[config.mk]
export PLATFORM = sky130hd
export DESIGN_NAME = plab2_proc_imul_arbiter
export DESIGN_NICKNAME = d
export VERILOG_FILES = /design/src/rtl/plab2_proc_imul_arbiter_pkg.sv /design/src/rtl/plab2_proc_imul_arbiter_rr_arb2.sv /design/src/rtl/plab2_proc_imul_arbiter.sv
export SDC_FILE = /design/constraint.sdc
export NUM_CORES = 1
export LEC_CHECK = 0
export BUFFER_PORTS_ARGS = -buffer_cell sky130_fd_sc_hd__buf_2
export CORE_AREA = 5 5 120 122
export DETAILED_ROUTE_END_ITERATION = 6
export DIE_AREA = 0 0 125 127
export PLACE_DENSITY = 0.67
export SLEW_MARGIN = 20
export SYNTH_ARGS = -nofsm -noshare
export SYNTH_HDL_FRONTEND = slang
export SYNTH_SLANG_ARGS = --single-unit
[constraint.sdc]
create_clock -name clk -period 5.5 [get_ports clk]
set_clock_uncertainty 0.2 [all_clocks]
set_input_delay 0.825 -clock clk [delete_from_list [all_inputs] [get_ports clk]]
set_output_delay 0.825 -clock clk [all_outputs]
set_load 0.05 [all_outputs]
[src/rtl/plab2_proc_imul_arbiter_pkg.sv]
// Shared imul/muldiv message definitions plus the arbiter state encoding.
//   MULDIV_*       : request/response field widths and function codes
//   muldiv_req_t   : packed request layout {func, a, b}
//   IMUL_ARB_*     : arbiter FSM state encodings
//   mk_muldiv_req  : helper that packs a request message
package plab2_proc_imul_arbiter_pkg;

  localparam int unsigned MULDIV_FUNC_NBITS = 3;
  localparam int unsigned MULDIV_DATA_NBITS = 32;
  localparam int unsigned MULDIV_REQ_NBITS  = MULDIV_FUNC_NBITS + 2 * MULDIV_DATA_NBITS;
  localparam int unsigned MULDIV_RESP_NBITS = MULDIV_DATA_NBITS;

  localparam logic [2:0] MULDIV_FUNC_MUL  = 3'd0;
  localparam logic [2:0] MULDIV_FUNC_DIV  = 3'd1;
  localparam logic [2:0] MULDIV_FUNC_DIVU = 3'd2;
  localparam logic [2:0] MULDIV_FUNC_REM  = 3'd3;
  localparam logic [2:0] MULDIV_FUNC_REMU = 3'd4;

  typedef struct packed {
    logic [2:0]  func;
    logic [31:0] a;
    logic [31:0] b;
  } muldiv_req_t;

  localparam logic [1:0] IMUL_ARB_IDLE  = 2'd0;
  localparam logic [1:0] IMUL_ARB_ISSUE = 2'd1;
  localparam logic [1:0] IMUL_ARB_WAIT  = 2'd2;

  function automatic muldiv_req_t mk_muldiv_req(input logic [2:0]  func,
                                                input logic [31:0] a,
                                                input logic [31:0] b);
    muldiv_req_t r;
    r.func = func;
    r.a    = a;
    r.b    = b;
    return r;
  endfunction

endpackage

[src/rtl/plab2_proc_imul_arbiter_rr_arb2.sv]
// Two-way round-robin winner select.
//   req   : per-requester valid bits
//   prio  : one-hot, names the requester that wins a tie
//   grant : one-hot winner (all-zero when nobody requests)
module plab2_proc_RrArb2 (
  input  logic [1:0] req,
  input  logic [1:0] prio,
  output logic [1:0] grant
);

  always_comb begin
    grant = 2'b00;
    if (req == 2'b11) begin
      grant = prio[1] ? 2'b10 : 2'b01;
    end else begin
      grant = req;
    end
  end

endmodule

[src/rtl/plab2_proc_imul_arbiter.sv]
// Shares one variable-latency multiplier between two requesters, one
// transaction at a time, with round-robin fairness and domain tagging.
//   clk, reset                : clock, async active-low reset
//   reqN_val/rdy/msg/domain   : request ports of requester N
//   respN_val/rdy/msg         : response ports of requester N
//   mul_req_*                 : request port toward the multiplier
//   mul_resp_*                : response port from the multiplier
//   mul_domain                : domain of the current owner
//
// state | meaning
// IDLE  | pick a winner and accept its request into the buffer
// ISSUE | present buffered request to the multiplier
// WAIT  | forward multiplier response to the owner
module plab2_proc_imul_arbiter
  import plab2_proc_imul_arbiter_pkg::*;
#(
  parameter int p_req_nbits  = MULDIV_REQ_NBITS,
  parameter int p_resp_nbits = MULDIV_RESP_NBITS
) (
  input  logic                    clk,
  input  logic                    reset,

  input  logic                    req0_val,
  output logic                    req0_rdy,
  input  logic [p_req_nbits-1:0]  req0_msg,
  input  logic                    req0_domain,
  input  logic                    req1_val,
  output logic                    req1_rdy,
  input  logic [p_req_nbits-1:0]  req1_msg,
  input  logic                    req1_domain,

  output logic                    resp0_val,
  input  logic                    resp0_rdy,
  output logic [p_resp_nbits-1:0] resp0_msg,
  output logic                    resp1_val,
  input  logic                    resp1_rdy,
  output logic [p_resp_nbits-1:0] resp1_msg,

  output logic                    mul_req_val,
  input  logic                    mul_req_rdy,
  output logic [p_req_nbits-1:0]  mul_req_msg,
  input  logic                    mul_resp_val,
  output logic                    mul_resp_rdy,
  input  logic [p_resp_nbits-1:0] mul_resp_msg,
  output logic                    mul_domain
);

  logic [1:0]             state_q, state_d;
  logic                   prio_q, prio_d;
  logic                   owner_q, owner_d;
  logic [p_req_nbits-1:0] buf_msg_q, buf_msg_d;
  logic                   buf_dom_q, buf_dom_d;

  logic [1:0] arb_req, arb_prio, arb_grant;
  logic       in_idle, in_issue, in_wait;
  logic       req_hs, resp_hs, owner_resp_rdy;

  assign arb_req  = {req1_val, req0_val};
  assign arb_prio = prio_q ? 2'b10 : 2'b01;

  plab2_proc_RrArb2 u_rr_arb (
    .req   (arb_req),
    .prio  (arb_prio),
    .grant (arb_grant)
  );

  assign in_idle  = (state_q == IMUL_ARB_IDLE);
  assign in_issue = (state_q == IMUL_ARB_ISSUE);
  assign in_wait  = (state_q == IMUL_ARB_WAIT);

  // rdy is masked by reset so nothing looks accepted while reset is held
  assign req0_rdy = reset & in_idle & arb_grant[0];
  assign req1_rdy = reset & in_idle & arb_grant[1];
  assign req_hs   = in_idle & (|arb_grant);

  assign owner_resp_rdy = owner_q ? resp1_rdy : resp0_rdy;
  assign mul_resp_rdy   = in_wait & owner_resp_rdy;
  assign resp_hs        = in_wait & mul_resp_val & owner_resp_rdy;

  assign resp0_val = in_wait & ~owner_q & mul_resp_val;
  assign resp1_val = in_wait &  owner_q & mul_resp_val;
  assign resp0_msg = (in_wait & ~owner_q) ? mul_resp_msg : '0;
  assign resp1_msg = (in_wait &  owner_q) ? mul_resp_msg : '0;

  assign mul_req_val = in_issue;
  assign mul_req_msg = buf_msg_q;
  assign mul_domain  = (in_issue | in_wait) & buf_dom_q;

  always_comb begin
    state_d   = state_q;
    prio_d    = prio_q;
    owner_d   = owner_q;
    buf_msg_d = buf_msg_q;
    buf_dom_d = buf_dom_q;
    case (state_q)
      IMUL_ARB_IDLE: begin
        if (req_hs) begin
          owner_d   = arb_grant[1];
          buf_msg_d = arb_grant[1] ? req1_msg : req0_msg;
          buf_dom_d = arb_grant[1] ? req1_domain : req0_domain;
          state_d   = IMUL_ARB_ISSUE;
        end
      end
      IMUL_ARB_ISSUE: begin
        if (mul_req_rdy) state_d = IMUL_ARB_WAIT;
      end
      IMUL_ARB_WAIT: begin
        if (resp_hs) begin
          state_d = IMUL_ARB_IDLE;
          prio_d  = ~owner_q;
        end
      end
      default: state_d = IMUL_ARB_IDLE;
    endcase
  end

  always_ff @(posedge clk or negedge reset) begin
    if (!reset) begin
      state_q   <= IMUL_ARB_IDLE;
      prio_q    <= 1'b0;
      owner_q   <= 1'b0;
      buf_msg_q <= '0;
      buf_dom_q <= 1'b0;
    end else begin
      state_q   <= state_d;
      prio_q    <= prio_d;
      owner_q   <= owner_d;
      buf_msg_q <= buf_msg_d;
      buf_dom_q <= buf_dom_d;
    end
  end

endmodule

# Word-level counts from Yosys, hierarchy flattened
# Cells that the tools add are included.
# word_totals
elab_cells,42
in_bits,176
output_inout_bits,138
regBits,72
# classes
muxes,12
reduce_logical,5
bitwise_logic,14
eq_ne,6
# op_table
op,n
$mux 67,1
$mux 32,2
$and 1x1->1,12
$mux 2,6
$pmux 2 s3,1
$eq 2x2->1 const B,2
$ne 2x1->1 const B,2
$reduce_and 2->1,2
$reduce_and 3->1,1
$eq 2x1->1 const B,1
$logic_not 2->1,1
$mux 1,2
$ne 2x2->1 const B,1
$reduce_or 2->1,1
$not 1->1,1
$or 1x1->1,1

# Logic depth before layout (Yosys ltp)
# Gate-level depths: netlist of run 1.
# logic_depth
depth_word,7
mapped_depth,7
mapped_depth_nobuf,5

# Cells and area by module
# A second synthesis of run 1 with hierarchy kept.
# hier_totals
cells_unflattened,403
hier_area_um2,3867.5
# modules_own_cells
module,seq_area_each_um2,area_each_um2,cells_each,instances
plab2_proc_imul_arbiter,1801.7,3848.7,400,1
plab2_proc_RrArb2,0.0,18.8,3,1

# Worst setup path before layout of run 1
# No wires, ideal clock.
# synth_path
kind,input-to-output
from,input port req1_val
to,output port req0_rdy
t_arrival_ns,2.142
required_ns,4.475
n_path_buf,3
path_stages,4
setup_slack_ns,2.333
path_cell_list,buf_2 -> buf_2 -> clkbuf_1 -> a21oi_1
# synth_between
elab_chain_len,3
# synth_rtl
element,line_no,text
"start, declared",plab2_proc_imul_arbiter.sv:27,"input logic req1_val,"
$eq 2x2->1,plab2_proc_imul_arbiter_rr_arb2.sv:13,if (req == 2'b11) begin
$mux 2,plab2_proc_imul_arbiter_rr_arb2.sv:13,
$and 1x1->1,plab2_proc_imul_arbiter.sv:72,assign req0_rdy = reset & in_idle & arb_grant[0];
"end, declared",plab2_proc_imul_arbiter.sv:24,"output logic req0_rdy,"
# No other way between the ends.

# Final worst setup path of run 1
# layout_path
from,register state_q[0]
to,output port resp0_msg[6]
# layout_between
elab_chain_len,3
# layout_rtl
element,line_no,text
"start, declared",plab2_proc_imul_arbiter.sv:48,"logic [1:0] state_q, state_d;"
"start signal, assigned",plab2_proc_imul_arbiter.sv:125,state_q <= state_d;
$eq 2x2->1,plab2_proc_imul_arbiter.sv:69,assign in_wait = (state_q == IMUL_ARB_WAIT);
$and 1x1->1,plab2_proc_imul_arbiter.sv:82,assign resp0_msg = (in_wait & ~owner_q) ? mul_resp_msg : '0;
$mux 32,plab2_proc_imul_arbiter.sv:82,
"end, declared",plab2_proc_imul_arbiter.sv:34,"output logic [p_resp_nbits-1:0] resp0_msg,"
# No other way between the ends.

==> summary.md, run 1 <==
| Metric | Value |
|---|---|
| Vias | 4686 |
| # DRC | 0 |
| DR pass1 iterations | 7 |
| Wirelength per Cell | 17.2 um |
| DIE WIDTH | 125 um |
| Worst Setup End Kind | output port |
| Critical path class | register to output port |
| Remaining antenna violation count | 0 |
| Synth Instances | 493 |
| Core ar. | 13100 um2 |
| Global-route wire length before repair | 24700 um |
| Total setup buffers inserted after CTS | 0 |
| Clk slew on worst S/H paths | 0.06 ns |
| Total die area | 15900 um2 |
| Setup violators final | 0 |
| Initial antenna violation count | 0 |
| Hold crit path type | input pin to async pin |
| Synth unique cells | 24 |
| H-tree levels | 3 |
| Rows | 42 |
| GPL Wtd Cong | 0.951 |
| Max VDD drop | 334 uV |
| PortBufs | 313 |
| Synth warn | 0 |
| Number of global-route vias before repair | 4454 |
| RR Startpoint | state_q[0]$_DFFE_PN0P_ |
| Post-cts resize count | 0 |
| Clock Latency Late Sink | 0.33 ns |
| Final wirelength | 16400 um |
| Clock power frac | 14.7% |
| Main combinational cell family by area after synthesis | simple AND/OR/NAND/NOR gates |
| Pwr Density | 655 nW/um2 |
| Syn_nets | 673 |
| Setup TNS | 0 ns |
| Max-Cap Viols | 0 |
| Compound-Gate Fraction of Synth Area | 19.4% |
| Clock buffer depth | 2 |
| Multi-input logic area | 2170 um2 |
| Seq cells post-synth | 72 |
| Final Cycle Share | 70.3% |
| Rel. slew slack | 34.0% |
| Max Clk Rate | 259 MHz |
| Simple-gate share of the synthesized area | 29.7% |
| Area share of fa/ha/maj cells after synthesis | 1.19% |
| First DRT Iteration DRCs | 231 |
| Dpl cells | 934 |
| Startpoint types | register |
| CTS Sinks | 72 |
| Mapped cell area | 4200 um2 |
| Fraction of layout cells with a size suffix above 1 | 43.9% |
| CTS tree | built |
| Outcome | finished, final reports clean |
| Register-to-register setup slack | 2.89 ns |
| Vias per std cell | 4.93 |
| Reg area | 1800 um2 |
| GRT Util Overall | 19.4% |
| Syn avg cell area | 8.53 um2 |
| CTS root buf | clkbuf_16 |
| Sequential share of power | 23.4% |
| Req. time, crit path | 4.47 ns |
| Leakage | 3.11 nW |
| TritonCTS buffer count | 9 |
| Nets | 949 |
| Internal | 1.77 mW |
| Commonest non-fill, non-tap cell in the layout | buf_2 |
| Commonest cells after routing, fill and taps aside | buf_2, dfrtp_1, nor2_1, nand3b_1 |
| Diodes inserted | 0 |
| Finished Layout Cells | 950 |
| Slew Limit Fails | 0 |
| Comb pwr share | 61.9% |
| Seq/Total Area, Yosys | 42.9% |
| DP HPWL | 12300 um |
| RSZ-0062 raised after global routing | false |
| Final min period | 3.87 ns |
| Critical R2R Capture | mul_req_msg[62]$_DFFE_PN0P_ |
| Worst Path Max Fanout | 38 |
| Final Hold Vio Count | 0 |
| Starting Density | 32.1% |
| R2R depth | 6 |
| Hold_buf cts | 0 |
| Total grt overflow | 0 |
| Switching power total | 2.24 mW |
| WP data arrival | 2.84 ns |
| Die height | 127 um |
| Largest net degree at the start of global routing | 95 |
| Xor/xnor share of the synthesized area | 0% |
| Multiplexer share of the synthesized area | 1.04% |
| Area growth, synth to finish | 46.0% |
| Sw Share | 55.9% |
| Ports | 314 |
| Least-Margin Pin Slew | 0.989 ns |
| Fillers | 1380 |
Yosys cell counts:
cell       number  area share [%]
nand3_1         1            0.12
a21oi_1         1            0.12
buf_1           2            0.18
buf_4           3            0.54
nor2_1         69             6.2
o2bb2ai_1       1            0.21
nand3b_1       69              12
nor3b_1         1            0.18
mux2_1          3            0.80
a2111oi_4       1            0.65
buf_2           8            0.95
o21a_1          1            0.18
inv_1           3            0.27
mux2i_1         1            0.24
a31oi_1        68              10
ha_1            4             1.2
and2_1         34             5.1
and3_1         34             5.1
and2b_1         1            0.18
clkbuf_1       43             3.8
o21ai_1        68             8.1
inv_2           1           0.089
nor2b_1         4            0.60
dfrtp_1        72              43
metrics by stage:
| step | util, % | setup WS (ns) | area [um2] | total power, mW | hold WS [ns] |
|---|---|---|---|---|---|
| floorplan | - | 2.33 | 4200 | 2.86 | 0.285 |
| global placement | 44.6 | 2.08 | 5840 | 3.44 | 0.298 |
| global route | 46.9 | 1.36 | 6140 | 4.25 | 0.284 |
| CTS | 46.9 | 1.64 | 6140 | 4.06 | 0.256 |
| detailed placement | 44.6 | 2.01 | 5840 | 3.46 | 0.310 |
| finish | 46.9 | 1.63 | 6140 | 4.02 | 0.246 |
per-layer routing:
layer | global-route usage (%) | wire, um | up-vias
met3 | 5.59 | 1170 | 33
li1 | - | - | 2320
met1 | 24.2 | 6880 | 2134
met2 | 32.0 | 7860 | 199
met5 | 0 | 0 | -
met4 | 7.40 | 450 | 0
cells by family after synthesis:
kind of cell    Yosys count
mux                       4
buf+inv                  60
compound gates          140
flops                    72
simple gates            213
fa+ha+maj                 4
layout make-up:
cell class | count | area share [%]
flip-flops and latches | 72 | 29.4
clock inverters | 5 | 0.918
well taps | 176 | 3.59
inverters | 4 | 0.245
repair buffers | 321 | 26.5
multi-input cells | 361 | 35.4
clock buffers | 11 | 3.96
critical path, stage by stage, from the launching register on:
cell	delay, ns
dfrtp_1	0.41
inv_1	0.09
ha_1	0.81
and2b_1	0.71
and2_1	0.22
buf_2	0.26
worst max-delay path by stage:
| stage | start | to | slack (ns) | cells after the start |
|---|---|---|---|---|
| floorplan | req1_val | req0_rdy | 2.33 | 4 |
| global placement | state_q[0]$_DFFE_PN0P_ | resp0_msg[10] | 2.08 | 5 |
| detailed placement | state_q[0]$_DFFE_PN0P_ | resp0_msg[10] | 2.01 | 5 |
| CTS | state_q[0]$_DFFE_PN0P_ | resp0_msg[10] | 1.64 | 5 |
| global route | state_q[0]$_DFFE_PN0P_ | resp0_msg[8] | 1.36 | 5 |
| finish | state_q[0]$_DFFE_PN0P_ | resp0_msg[6] | 1.63 | 5 |
sequential cells by signal, indices dropped and copies added, names as in the netlist:
signal       count
mul_req_msg     67
state_q          2
buf_dom_q        1
owner_q          1
prio_q           1
power groups by stage:
stage | sequential [mW] | clock, mW | combinational (mW)
3_3_place_gp | 0.941 | 0 | 2.50
4_1_cts | 0.942 | 0.608 | 2.51
3_5_place_dp | 0.945 | 0 | 2.51
2_1_floorplan | 1.81 | 0 | 1.05
5_1_grt | 0.976 | 0.629 | 2.64
6_report | 0.941 | 0.589 | 2.49
(Power assumes the default switching activity.)
==> run 2, diff against run 1 <==
--- a/config.mk
+++ b/config.mk
@@ -5,11 +5,12 @@
 export SDC_FILE = /design/constraint.sdc
 export NUM_CORES = 1
 export LEC_CHECK = 0
+export ABC_AREA = 1
 export BUFFER_PORTS_ARGS = -buffer_cell sky130_fd_sc_hd__buf_2
 export CORE_AREA = 5 5 120 122
 export DETAILED_ROUTE_END_ITERATION = 6
 export DIE_AREA = 0 0 125 127
-export PLACE_DENSITY = 0.67
+export PLACE_DENSITY = 0.7
 export SLEW_MARGIN = 20
 export SYNTH_ARGS = -nofsm -noshare
 export SYNTH_HDL_FRONTEND = slang
==> constraint.sdc (replaced) <==
create_clock -name clk -period 3.4 [get_ports clk]
set_clock_uncertainty 0.2 [all_clocks]
set_input_delay 0.51 -clock clk [delete_from_list [all_inputs] [get_ports clk]]
set_output_delay 0.51 -clock clk [all_outputs]
set_load 0.05 [all_outputs]
==> run 2 against run 1 <==
Clock-buffer cell count shrank 1; cell area grew 0.92%; cell count grew 19%; register-to-register slack lost 1.7 ns; global-route usage shrank 1.1 points; utilization grew 0.43 points; worst setup slack lost 1.1 ns; critical path depth is the same; via count grew 2.3%; sequential share of layout area shrank 0.27 points; wire length shrank 7.4%; sequential cell count is the same; largest power group unchanged.
==> summary.md, run 2 <==
| Metric | Value |
|---|---|
| Diodes inserted | 0 |
| # DRC | 0 |
| DIE WIDTH | 125 um |
| Area growth, synth to finish | 47.5% |
| Clock buffer depth | 2 |
| Commonest non-fill, non-tap cell in the layout | buf_2 |
| Main combinational cell family by area after synthesis | simple AND/OR/NAND/NOR gates |
| Largest net degree at the start of global routing | 85 |
| Max-Cap Viols | 0 |
| Startpoint types | register |
| Fraction of layout cells with a size suffix above 1 | 35.1% |
| CTS root buf | clkbuf_16 |
| Req. time, crit path | 2.69 ns |
| Total die area | 15900 um2 |
| Slew Limit Fails | 0 |
| WP data arrival | 2.19 ns |
| Synth Instances | 659 |
| Multiplexer share of the synthesized area | 0% |
| Share of the synthesized area in the top cell type | 42.9% |
| Setup violators final | 0 |
| Critical path class | register to output port |
| Critical R2R Capture | mul_req_msg[59]$_DFFE_PN0P_ |
| Simple-gate share of the synthesized area | 32.9% |
| Core ar. | 13100 um2 |
| Vias | 4794 |
| Max reg flops | 67 |
| Post-synth EDFFs | 0 |
| Pwr Density | 983 nW/um2 |
| Max VDD drop | 413 uV |
| Final wirelength | 15100 um |
| Least-Margin Pin Slew | 0.950 ns |
| Max Clk Rate | 345 MHz |
| Total grt overflow | 0 |
| Number of global-route vias before repair | 4605 |
| R2R depth | 6 |
| DP Area | 5870 um2 |
| Hold_buf cts | 0 |
| Register-to-register setup slack | 1.20 ns |
| CP cell instances | inv_1 > ha_1 > nand2_1 > nor2_1 > buf_2 |
| Worst Path Max Fanout | 33 |
| CTS tree | built |
| Most common cell in the netlist | nand2_1 |
| PortBufs | 313 |
| Dpl cells | 1119 |
| Compound-Gate Fraction of Synth Area | 8.73% |
| Final min period | 2.90 ns |
| CTS Sinks | 72 |
| Total setup buffers inserted after CTS | 0 |
| DR pass1 iterations | 5 |
| Asr flop ratio synth | 100% |
| Syn avg cell area | 6.37 um2 |
| Hold crit path type | input pin to async pin |
| Seq/Total Area, Yosys | 42.9% |
| Area share of fa/ha/maj cells after synthesis | 1.19% |
| Wirelength per Cell | 13.3 um |
| Nets | 1134 |
| First DRT Iteration DRCs | 192 |
| Mapped cell area | 4200 um2 |
| Remaining antenna violation count | 0 |
| Hold WS | 0.188 ns |
| H-tree levels | 3 |
| TritonCTS buffer count | 9 |
| GPL Wtd Cong | 1.10 |
| Commonest cells after routing, fill and taps aside | buf_2, nand2_1, inv_1 |
| GRT Util Overall | 18.4% |
| Final Hold Vio Count | 0 |
| DP HPWL | 12100 um |
| Setup TNS | 0 ns |
| Final Cycle Share | 85.2% |
| Clock Latency Late Sink | 0.32 ns |
| Outcome | finished, final reports clean |
| Starting Density | 32.1% |
| RR Startpoint | prio_q$_DFFE_PN0P_ |
| Fin util | 47.3% |
| Crit-path slowest cell | nand2_1 |
| Seq cells post-synth | 72 |
| Global-route wire length before repair | 23400 um |
| Syn_nets | 839 |
| Worst Setup End Kind | output port |
| Die height | 127 um |
| Clk slew on worst S/H paths | 0.06 ns |
| Fin area | 6190 um2 |
| Ports | 314 |
| Synth unique cells | 19 |
| Dominant synthesized flop cell | dfrtp_1 |
| Post-cts resize count | 0 |
| Xor/xnor share of the synthesized area | 0% |
| Synth warn | 0 |
| Vias per std cell | 4.22 |
| Initial antenna violation count | 1 |
| Area contributors post-synth | dfrtp_1, nand2_1, inv_1 |
| CP max stage delay | 0.55 ns |
| RSZ-0062 raised after global routing | false |
| Rel. slew slack | 36.5% |
| Dominant cell type by area after synthesis | dfrtp_1 |
| Synth cell count leaders | nand2_1, inv_1, dfrtp_1 |
| Rows | 42 |
| Leakage | 4.16 nW |
| Finished Layout Cells | 1135 |
[run 2: critical path, delay by kind of cell, from the launching register on]
kind / cells / cell delay (ns)
DFF: 1 / 0.41
and+or+nand+nor: 2 / 0.84
buffers and inverters: 2 / 0.39
adders and majority gates: 1 / 0.21
[run 2: kinds of logic after synthesis]
family,Yosys count
AND/OR/NAND/NOR,364
adder cells (fa/ha/maj),4
AO/OA/AOI/OAI,72
flip-flops,72
buffers and inverters,147
[run 2: through the flow]
stage	power, mW	worst slack [ns]
2_1_floorplan	4.21	0.834
3_3_place_gp	5.09	0.933
3_5_place_dp	5.14	0.846
4_1_cts	6.18	0.473
5_1_grt	6.49	0.304
6_report	6.08	0.504
[run 2: layout make-up]
| type | instances | area, um2 |
|---|---|---|
| repair buffers | 319 | 1630 |
| clock inverters | 6 | 90.1 |
| inverters | 112 | 420 |
| multi-input cells | 440 | 1800 |
| fillers | 1387 | 6890 |
| well taps | 176 | 220 |
| flip-flops and latches | 72 | 1800 |
| clock buffers | 10 | 229 |
[run 2: how the worst max path moves through the flow]
| stage | start | to | slack (ns) | cells after the start |
|---|---|---|---|---|
| floorplan | req0_val | req1_rdy | 0.83 | 4 |
| global placement | state_q[0]$_DFFE_PN0P_ | resp1_msg[6] | 0.93 | 5 |
| detailed placement | state_q[0]$_DFFE_PN0P_ | resp1_msg[3] | 0.85 | 5 |
| CTS | state_q[0]$_DFFE_PN0P_ | resp1_msg[3] | 0.47 | 5 |
| global route | state_q[0]$_DFFE_PN0P_ | resp1_msg[27] | 0.30 | 5 |
| finish | state_q[0]$_DFFE_PN0P_ | resp1_msg[3] | 0.50 | 5 |
[run 2: report_power, final]
group | switching [mW] | leakage [nW] | internal (mW)
Clock | 0.360 | 0.153 | 0.646
Sequential | 0.212 | 0.898 | 1.26
Combinational | 2.83 | 3.11 | 0.772
Total | 3.40 | 4.16 | 2.68
[run 2: metal layers]
| layer | wire length, um | GRT usage (%) |
|---|---|---|
| met2 | 7940 | 34.5 |
| met1 | 5510 | 19.3 |
| met5 | 13 | 0 |
| met4 | 352 | 6.51 |
| met3 | 1330 | 5.80 |
